$ cat src/rtl/mips_pkg.sv
// Shared MIPS pipeline definitions: widths, opcodes and the fetch queue entry.
package mips_pkg;

  localparam int WORD = 32;
  localparam int OPC  = 6;

  localparam logic [OPC-1:0] OPC_RTYPE = 6'b000000;
  localparam logic [OPC-1:0] OPC_ADDI  = 6'b001000;
  localparam logic [OPC-1:0] OPC_ANDI  = 6'b001100;
  localparam logic [OPC-1:0] OPC_LW    = 6'b100011;
  localparam logic [OPC-1:0] OPC_SW    = 6'b101011;

  localparam logic [WORD-1:0] NOP_WORD = 32'h0000_0000;

  typedef struct packed {
    logic [WORD-1:0] instr;
    logic [WORD-1:0] pc4;
  } fetch_entry_t;

endpackage

$ cat src/rtl/fetch_queue.sv
// In-order FIFO of fetched words paired with their PC+4; flush empties it.
module fetch_queue
  import mips_pkg::*;
#(
  parameter int QDEPTH = 2,
  localparam int CW = $clog2(QDEPTH) + 1
) (
  input  logic         clk,
  input  logic         reset_n,
  input  logic         flush,
  input  logic         push,
  input  logic         pop,
  input  fetch_entry_t push_data,
  output fetch_entry_t head,
  output logic [CW-1:0] count,
  output logic         empty
);

  localparam int PW = $clog2(QDEPTH);

  fetch_entry_t mem [QDEPTH];
  logic [PW-1:0] wr_ptr;
  logic [PW-1:0] rd_ptr;

  assign head  = mem[rd_ptr];
  assign empty = (count == '0);

  always_ff @(posedge clk) begin
    if (push) mem[wr_ptr] <= push_data;
  end

  // Pointers wrap naturally because QDEPTH is a power of two.
  always_ff @(posedge clk) begin
    if (!reset_n || flush) begin
      wr_ptr <= '0;
      rd_ptr <= '0;
      count  <= '0;
    end else begin
      assert (!(push && !pop && (count == CW'(QDEPTH))));
      assert (!(pop && (count == '0)));
      if (push) wr_ptr <= wr_ptr + 1'b1;
      if (pop)  rd_ptr <= rd_ptr + 1'b1;
      case ({push, pop})
        2'b10:   count <= count + 1'b1;
        2'b01:   count <= count - 1'b1;
        default: count <= count;
      endcase
    end
  end

endmodule

$ cat src/rtl/instr_fetch_unit.sv
// IF stage: PC, credit-limited fetch to instruction memory, in-order return
// queue and the IF/ID register with stall and redirect handling.
module instr_fetch_unit
  import mips_pkg::*;
#(
  parameter logic [WORD-1:0] PC_RESET = 32'h0000_0000,
  parameter int              QDEPTH   = 2
) (
  input  logic            clk,
  input  logic            reset_n,
  output logic            imem_req,
  output logic [WORD-1:0] imem_addr,
  input  logic            imem_ready,
  input  logic            imem_rvalid,
  input  logic [WORD-1:0] imem_rdata,
  input  logic            stall,
  input  logic            redirect,
  input  logic [WORD-1:0] redirect_pc,
  output logic            if_valid,
  output logic [WORD-1:0] if_instr,
  output logic [OPC-1:0]  if_opcode,
  output logic [WORD-1:0] if_pc4
);

  localparam int CW = $clog2(QDEPTH) + 1;
  localparam logic [CW-1:0] DEPTH_C = CW'(QDEPTH);

  logic [WORD-1:0] pc;
  logic [WORD-1:0] resp_pc4;
  logic [WORD-1:0] target;
  logic [CW-1:0]   outstanding;
  logic [CW-1:0]   drop;
  logic [CW-1:0]   q_count;
  logic            q_empty;
  fetch_entry_t    q_head;
  fetch_entry_t    q_in;
  logic            issue, accept, drop_dec, load_ifid, pop, push, bypass;

  // A request may only go out if its response is guaranteed a queue slot.
  assign imem_req  = reset_n && !redirect && ((outstanding + q_count) < DEPTH_C);
  assign imem_addr = pc;
  assign issue     = imem_req && imem_ready;
  assign accept    = imem_rvalid && (drop == '0);
  assign drop_dec  = imem_rvalid && (drop != '0);
  assign load_ifid = !stall && !redirect;
  assign pop       = load_ifid && !q_empty;
  assign bypass    = load_ifid && q_empty && accept;
  assign push      = accept && !bypass && !redirect;
  assign target    = redirect_pc & ~32'h3;
  assign q_in      = '{instr: imem_rdata, pc4: resp_pc4};
  assign if_opcode = if_instr[WORD-1 -: OPC];

  fetch_queue #(.QDEPTH(QDEPTH)) u_queue (
    .clk       (clk),
    .reset_n   (reset_n),
    .flush     (redirect),
    .push      (push),
    .pop       (pop),
    .push_data (q_in),
    .head      (q_head),
    .count     (q_count),
    .empty     (q_empty)
  );

  // Requests still in flight at a redirect become drop credits for stale data.
  always_ff @(posedge clk) begin
    if (!reset_n) begin
      pc          <= PC_RESET;
      resp_pc4    <= PC_RESET + 32'd4;
      outstanding <= '0;
      drop        <= '0;
    end else if (redirect) begin
      pc          <= target;
      resp_pc4    <= target + 32'd4;
      outstanding <= '0;
      drop        <= drop - CW'(drop_dec) + outstanding + CW'(issue) - CW'(accept);
    end else begin
      if (issue)  pc       <= pc + 32'd4;
      if (accept) resp_pc4 <= resp_pc4 + 32'd4;
      outstanding <= outstanding + CW'(issue) - CW'(accept);
      drop        <= drop - CW'(drop_dec);
    end
  end

  always_ff @(posedge clk) begin
    if (!reset_n) begin
      if_valid <= 1'b0;
      if_instr <= NOP_WORD;
      if_pc4   <= '0;
    end else if (redirect) begin
      if_valid <= 1'b0;
      if_instr <= NOP_WORD;
    end else if (!stall) begin
      if (!q_empty) begin
        if_valid <= 1'b1;
        if_instr <= q_head.instr;
        if_pc4   <= q_head.pc4;
      end else if (accept) begin
        if_valid <= 1'b1;
        if_instr <= imem_rdata;
        if_pc4   <= resp_pc4;
      end else begin
        if_valid <= 1'b0;
        if_instr <= NOP_WORD;
      end
    end
  end

endmodule

$ cat config.mk
export PLATFORM = sky130hd
export DESIGN_NAME = instr_fetch_unit
export DESIGN_NICKNAME = d
export VERILOG_FILES = /design/src/rtl/mips_pkg.sv /design/src/rtl/fetch_queue.sv /design/src/rtl/instr_fetch_unit.sv
export SDC_FILE = /design/constraint.sdc
export NUM_CORES = 1
export LEC_CHECK = 0
export BUFFER_PORTS_ARGS = -buffer_cell sky130_fd_sc_hd__buf_2
export CORE_MARGIN = 2
export CORE_UTILIZATION = 25
export DETAILED_ROUTE_END_ITERATION = 8
export GPL_TIMING_DRIVEN = 0
export PLACE_DENSITY = 0.39
export SYNTH_ARGS = -nofsm -noshare
export SYNTH_HDL_FRONTEND = slang
export SYNTH_SLANG_ARGS = --single-unit
$ cat constraint.sdc
create_clock -name clk -period 12.1 [get_ports clk]
set_clock_uncertainty 0.15 [all_clocks]
set_input_delay 1.815 -clock clk [delete_from_list [all_inputs] [get_ports clk]]
set_output_delay 1.815 -clock clk [all_outputs]
set_load 0.02 [all_outputs]
==> impl_metrics.toml, run 1 <==
[synth]
ys_warn_count = 0
ys_ff_latch = 256
ys_seq_area_share_pct = 55.0
ys.flop_type = "dfxtp_1"
syn_area_per_cell_um2 = 10.7
synthCells = 1077
synth-async-reset-ratio_pct = 0
syn_area_um2 = 11600
synth_edf_count = 124
ys_types = 55

[critical_path]
cp.required_ps = 10140
rr_worst_depth = 8
end_kind = "primary output"
cp_slowest_stage_delay_ps = 540
path_class = "in -> out"
crit_fanout = 10
slowest_stage = "clkbuf_1"
crit_path_start = "redirect"
reg2reg_to = "u_queue.mem[0][62]"
reg2reg_from = "u_queue.count[1]"
path_cells = "buf_2 -> buf_2 -> clkinv_1 -> nand2_1 -> clkbuf_1 -> nor2_1 -> buf_2"
crit_end = "imem_req"
r2r_slack_ps = 8750
critPathMostFrequentCell = "buf_2"
arrival_ps = 3720
worst_setup_path_start_kind = "primary input"

[final_layout]
n_fill_cell = 4788
nets = 1361
design_area_um2 = 14300
drive_above_1_share_pct = 22.1
area_growth_pct = 23.9
final_common_cell = "buf_2"
layout_common_cells = "171 x buf_2, 132 x dfxtp_1, 124 x edfxtp_1, 105 x nand2_1, 64 x a21oi_1"

[timing]
hold_viol = 0
fin_hold_ws_ps = 300
rsz0062_at_grt = "no"
final.period_utilization_pct = 47.0
finalCriticalPeriod_ps = 5680
fin_tns_setup_ps = 0
tightest_slew_ps = 880
finalSetupViolations = 0
timing.fmax_mhz = 176
finalMaxSlewViolations = 0
slew_headroom_pct = 40.7

[power]
p_total_w = 0.00228
p_int_w = 0.00166
power_density_nw_per_um2 = 159
power_leakage_nw = 5.06
ir_worst_vdd_uv = 69.9
switching_power_w = 0.000621
p_sw_share_pct = 27.3
clkPwrFrac_pct = 43.3
pwr-share-seq_pct = 43.7
power_frac_comb_pct = 13.0

[drt]
via_count = 8942
route.detailed.drc = 0
drtAntennaViolNets = 0
first_pass_iters = 5
viasPerCell = 4.68
drtIter0Drc = 444
wl_mm = 37.0
wire_per_inst_um = 19.4

[placement]
dp_hpwl_mm = 26.6
place.gp.congestion = 0.808
io_buffer_count = 165
post_dp_cell_area_um2 = 13200

[global_routing]
grt_max_degree = 40
grt_overflow = 0
antenna_found_initial = 0
grt_pass1_wl_mm = 56.4
grt_pass1_vias = 9230
grtUsageTotal_pct = 15.5

[floorplan]
start_util_pct = 25.4
coreArea_um2 = 45600
die-area_um2 = 48000
io_pins = 174
die_width_um = 219
placementRows = 78
die_h_um = 219

[clock_tree]
cts-root-buf = "clkbuf_16"
cts_resized = 0
cts_tree = "done"
clk_pin_slew_ps = 50
cts_hold_buf = 0
numClockSinks = 256
clock_path_buffers = 3
clkLatencyLatePin_ps = 530
cts-htree-levels = 2
cts_setup_buffers = 0
cts_made_buffers = 34

[run_status]
status = "finished clean"

[flow_run]
max-cap-violations = 0

[hold_path]
hold_path.class = "reg -> reg"
-- worst min path at each step --
| stage | start | slack, ps | cells after the start | end |
|---|---|---|---|---|
| after floorplan | resp_pc4[2] | 320 | 0 | u_queue.mem[0][2] |
| after global placement | if_pc4[13] | 290 | 2 | if_pc4[13] |
| after detailed placement | if_pc4[14] | 300 | 2 | if_pc4[14] |
| after CTS | if_pc4[14] | 300 | 2 | if_pc4[14] |
| after global routing | if_pc4[8] | 330 | 2 | if_pc4[8] |
| final | if_pc4[14] | 300 | 2 | if_pc4[14] |
-- stage by stage --
step	instances	utilization [%]	setup WS (ps)
3_3_place_gp	1845	28.9	3250
6_report	1910	31.5	6420
3_5_place_dp	1848	29.1	6190
5_1_grt	1909	31.5	6270
4_1_cts	1909	31.5	6380
2_1_floorplan	1080	-	6050
-- critical path, delay by kind of cell --
family | cells | cell delay, ps
buffers and inverters | 5 | 1410
and+or+nand+nor | 2 | 470
-- cells by family (layout without fill, tap and decap cells) --
logic type               count (synthesis)  in the layout  share of synthesized area, %
XOR/XNOR                                94             94                          7.18
AO/OA/AOI/OAI                          214            214                          12.0
flip-flops                             256            256                          55.0
adder cells (fa/ha/maj)                  7              7                         0.821
AND/OR/NAND/NOR                        343            343                          15.2
buffers and inverters                   93            322                          3.47
multiplexers                            69             69                          6.36
other                                    1              5                        0.0324
-- power by group through the flow --
stage	sequential, W	clock (W)	combinational, W
floorplan	0.00102	0	0.000169
global route	0.00100	0.00105	0.000330
global placement	0.00102	0	0.000295
finish	0.000995	0.000987	0.000296
detailed placement	0.00101	0	0.000301
CTS	0.000996	0.00102	0.000302
-- per-layer routing --
layer,vias up,track usage (%),wire (µm),share of wire [%]
met5,-,0,0,0
met4,0,4.71,818,2.2
met3,51,2.33,1520,4.1
met2,207,25.8,17200,47
met1,4325,20.7,17400,47
li1,4359,-,-,-
-- synth_stat cells (3+ instances only) --
master	number	share of area (%)
a221oi_1	33	2.5
nand3_1	39	1.7
a21oi_1	64	2.8
ha_1	6	0.65
or3_1	3	0.16
nor4_1	8	0.43
o21a_1	4	0.26
nand4_1	18	0.97
clkbuf_1	54	1.8
buf_1	7	0.23
o211ai_1	31	2.0
xnor2_1	53	4.0
a211oi_1	10	0.65
buf_2	6	0.26
and2_1	4	0.22
nor2b_1	32	1.7
nor2_1	52	1.7
nand3b_1	11	0.71
a22oi_1	3	0.19
mux2i_1	33	2.9
nor3_1	39	1.7
and4_1	6	0.45
inv_1	12	0.39
o22ai_1	18	0.97
dfxtp_1	132	23
o21ai_0	40	1.7
xor2_1	40	3.0
buf_4	12	0.78
nand2_1	105	3.4
nor3_2	4	0.35
edfxtp_1	124	32
and3_1	7	0.38
nand4b_1	4	0.30
mux2_2	36	3.5
-- sequential cells by signal (all words and copies together), names as in the netlist, named ones only --
| name | cells |
|---|---|
| outstanding | 2 |
| if_instr | 32 |
| drop | 2 |
| imem_addr | 30 |
| u_queue.count | 2 |
| u_queue.mem | 124 |
| if_pc4 | 30 |
| u_queue.wr_ptr | 1 |
| resp_pc4 | 30 |
| if_valid | 1 |
| u_queue.rd_ptr | 1 |
-- final cells by class --
class	instances	area, µm²	area share, %
sequential	256	6370	44.4
multi-input combinational	731	4830	33.7
antenna	1	2.50	0.0174
buffer	79	349	2.43
timing repair buffer	168	893	6.23
tap	600	751	5.23
clock buffer	50	1030	7.20
clock inverter	11	68.8	0.480
inverter	14	52.6	0.366
(Power assumes the default switching activity.)
==> run 2: changes to the inputs <==
--- a/config.mk
+++ b/config.mk
@@ -10,7 +10,7 @@
 export CORE_UTILIZATION = 25
 export DETAILED_ROUTE_END_ITERATION = 8
 export GPL_TIMING_DRIVEN = 0
-export PLACE_DENSITY = 0.39
+export PLACE_DENSITY = 0.41
 export SYNTH_ARGS = -nofsm -noshare
 export SYNTH_HDL_FRONTEND = slang
 export SYNTH_SLANG_ARGS = --single-unit
==> constraint.sdc (replaced) <==
create_clock -name clk -period 5.1 [get_ports clk]
set_clock_uncertainty 0.15 [all_clocks]
set_input_delay 0.765 -clock clk [delete_from_list [all_inputs] [get_ports clk]]
set_output_delay 0.765 -clock clk [all_outputs]
set_load 0.02 [all_outputs]
==> run 2 against run 1 <==
Effect of this change: flip-flop and latch count is the same; critical path type is now in -> reg; sequential power grew 140%; design area shrank 0.52%; largest power group unchanged; clock-buffer cell count shrank 2.
==> impl_metrics.toml, run 2 (synthesis gave the netlist of run 1 again) <==
[critical_path]
reg2reg_from = "u_queue.count[1]"
end_kind = "flop"
crit_fanout = 10
cp.required_ps = 5430
crit_path_start = "redirect"
rr_worst_depth = 9
path_class = "in -> reg"
r2r_slack_ps = 1740
worst_setup_path_start_kind = "primary input"
arrival_ps = 4530

[clock_tree]
clk_pin_slew_ps = 60
cts_tree = "done"
cts-root-buf = "clkbuf_16"
cts_made_buffers = 31
clkLatencyLatePin_ps = 580
numClockSinks = 256
cts_hold_buf = 0
cts_resized = 0
clock_path_buffers = 3
cts_setup_buffers = 0
cts-htree-levels = 1

[hold_path]
min_path_cells = 1
hold_path.class = "in -> reg"
hp-start = "imem_rdata[29]"

[power]
p_int_w = 0.00383
power_density_nw_per_um2 = 368
ir_worst_vdd_uv = 259
p_sw_share_pct = 27.0
p_total_w = 0.00525
power_leakage_nw = 5.00
power_frac_comb_pct = 13.5
pwr-share-seq_pct = 45.0
switching_power_w = 0.00142
clkPwrFrac_pct = 41.4

[floorplan]
die_h_um = 219
die-area_um2 = 48000
start_util_pct = 25.4
placementRows = 78
die_width_um = 219
coreArea_um2 = 45600
io_pins = 174

[placement]
place_inst = 1849
io_buffer_count = 165
pre_cts_slack_ps = 248
dp_hpwl_mm = 26.3
place.gp.congestion = 0.832
post_dp_cell_area_um2 = 13300

[global_routing]
grt_pass1_wl_mm = 55.3
grt_max_degree = 47
grt_overflow = 0
grt_pass1_vias = 8891
antenna_found_initial = 1
grtUsageTotal_pct = 15.0

[timing]
fin_ws_ps = 901
finalSetupViolations = 0
hold_viol = 0
timing.fmax_mhz = 238
fin_tns_setup_ps = 0
rsz0062_at_grt = "no"
finalCriticalPeriod_ps = 4200
tightest_slew_ps = 890
slew_headroom_pct = 40.7
final.period_utilization_pct = 82.3
finalMaxSlewViolations = 0

[final_layout]
final_common_cell = "buf_2"
layout_common_cells = "171 x buf_2, 132 x dfxtp_1, 124 x edfxtp_1, 105 x nand2_1, 69 x clkbuf_1"
drive_above_1_share_pct = 21.2
area_growth_pct = 23.3
reg.largest.list = "u_queue.mem: 124 flops, if_instr: 32 flops"
nets = 1359
top_register = "u_queue.mem"
n_fill_cell = 4729
stdcell_count = 1908
largest_reg_flops = 124
design_area_um2 = 14300

[drt]
drtIter0Drc = 374
wl_mm = 36.5
drtAntennaViolNets = 0
route.detailed.drc = 0
wire_per_inst_um = 19.1
viasPerCell = 4.69
via_count = 8944
first_pass_iters = 5

[flow_run]
max-cap-violations = 0

[run_status]
status = "finished clean"
==> run 2: cell count changes in the layout (fill, tap and decap cells not counted), sizes merged <==
cell / previous run / this run
bufinv: 0 / 3
clkinv: 11 / 8
clkbuf: 104 / 102
buf: 193 / 194
inv: 14 / 13
==> run 2: area by class of cell <==
cell class / instances / area [µm²] / area share, %
multi-input cells: 731 / 4830 / 33.8
clock buffers: 48 / 860 / 6.02
plain buffers: 79 / 349 / 2.45
flip-flops and latches: 256 / 6370 / 44.6
diodes: 1 / 2.50 / 0.0175
repair buffers: 169 / 936 / 6.56
inverters: 14 / 52.6 / 0.368
clock inverters: 10 / 126 / 0.885
well taps: 600 / 751 / 5.26
==> run 2: routing by layer <==
metal  GRT usage, %  share of wire, %
met3           2.34               4.7
met5              0                 0
met4           3.58               1.6
met1           20.5                47
met2           24.9                47
==> run 2: worst max-delay path, stage by stage <==
cell	delay (ps)
buf_2	110
buf_2	210
buf_2	270
clkbuf_1	510
clkbuf_1	500
nand2_1	180
o21ai_0	130
ha_1	230
inv_1	90
a221oi_4	460
nand4_1	490
nor2_1	250
xor2_1	100
o211a_1	210
==> run 2: worst paths after layout <==
kind,to
worst max-delay path,resp_pc4[20]
worst min-delay path,u_queue.mem[0][61]
worst max register to register,u_queue.mem[0][35]
worst min register to register,if_pc4[11]
==> run 2: through the flow <==
| step | util [%] | hold slack (ps) |
|---|---|---|
| 2_1_floorplan | - | 320 |
| 3_3_place_gp | 28.9 | 293 |
| 3_5_place_dp | 29.1 | 297 |
| 4_1_cts | 31.3 | 211 |
| 5_1_grt | 31.3 | 212 |
| 6_report | 31.3 | 240 |
==> run 2: power groups by stage <==
| stage | logic [W] | registers (W) | clock network (W) |
|---|---|---|---|
| 2_1_floorplan | 0.000402 | 0.00243 | 0 |
| 3_3_place_gp | 0.000700 | 0.00241 | 0 |
| 3_5_place_dp | 0.000723 | 0.00241 | 0 |
| 4_1_cts | 0.000725 | 0.00236 | 0.00225 |
| 5_1_grt | 0.000795 | 0.00238 | 0.00232 |
| 6_report | 0.000711 | 0.00236 | 0.00217 |
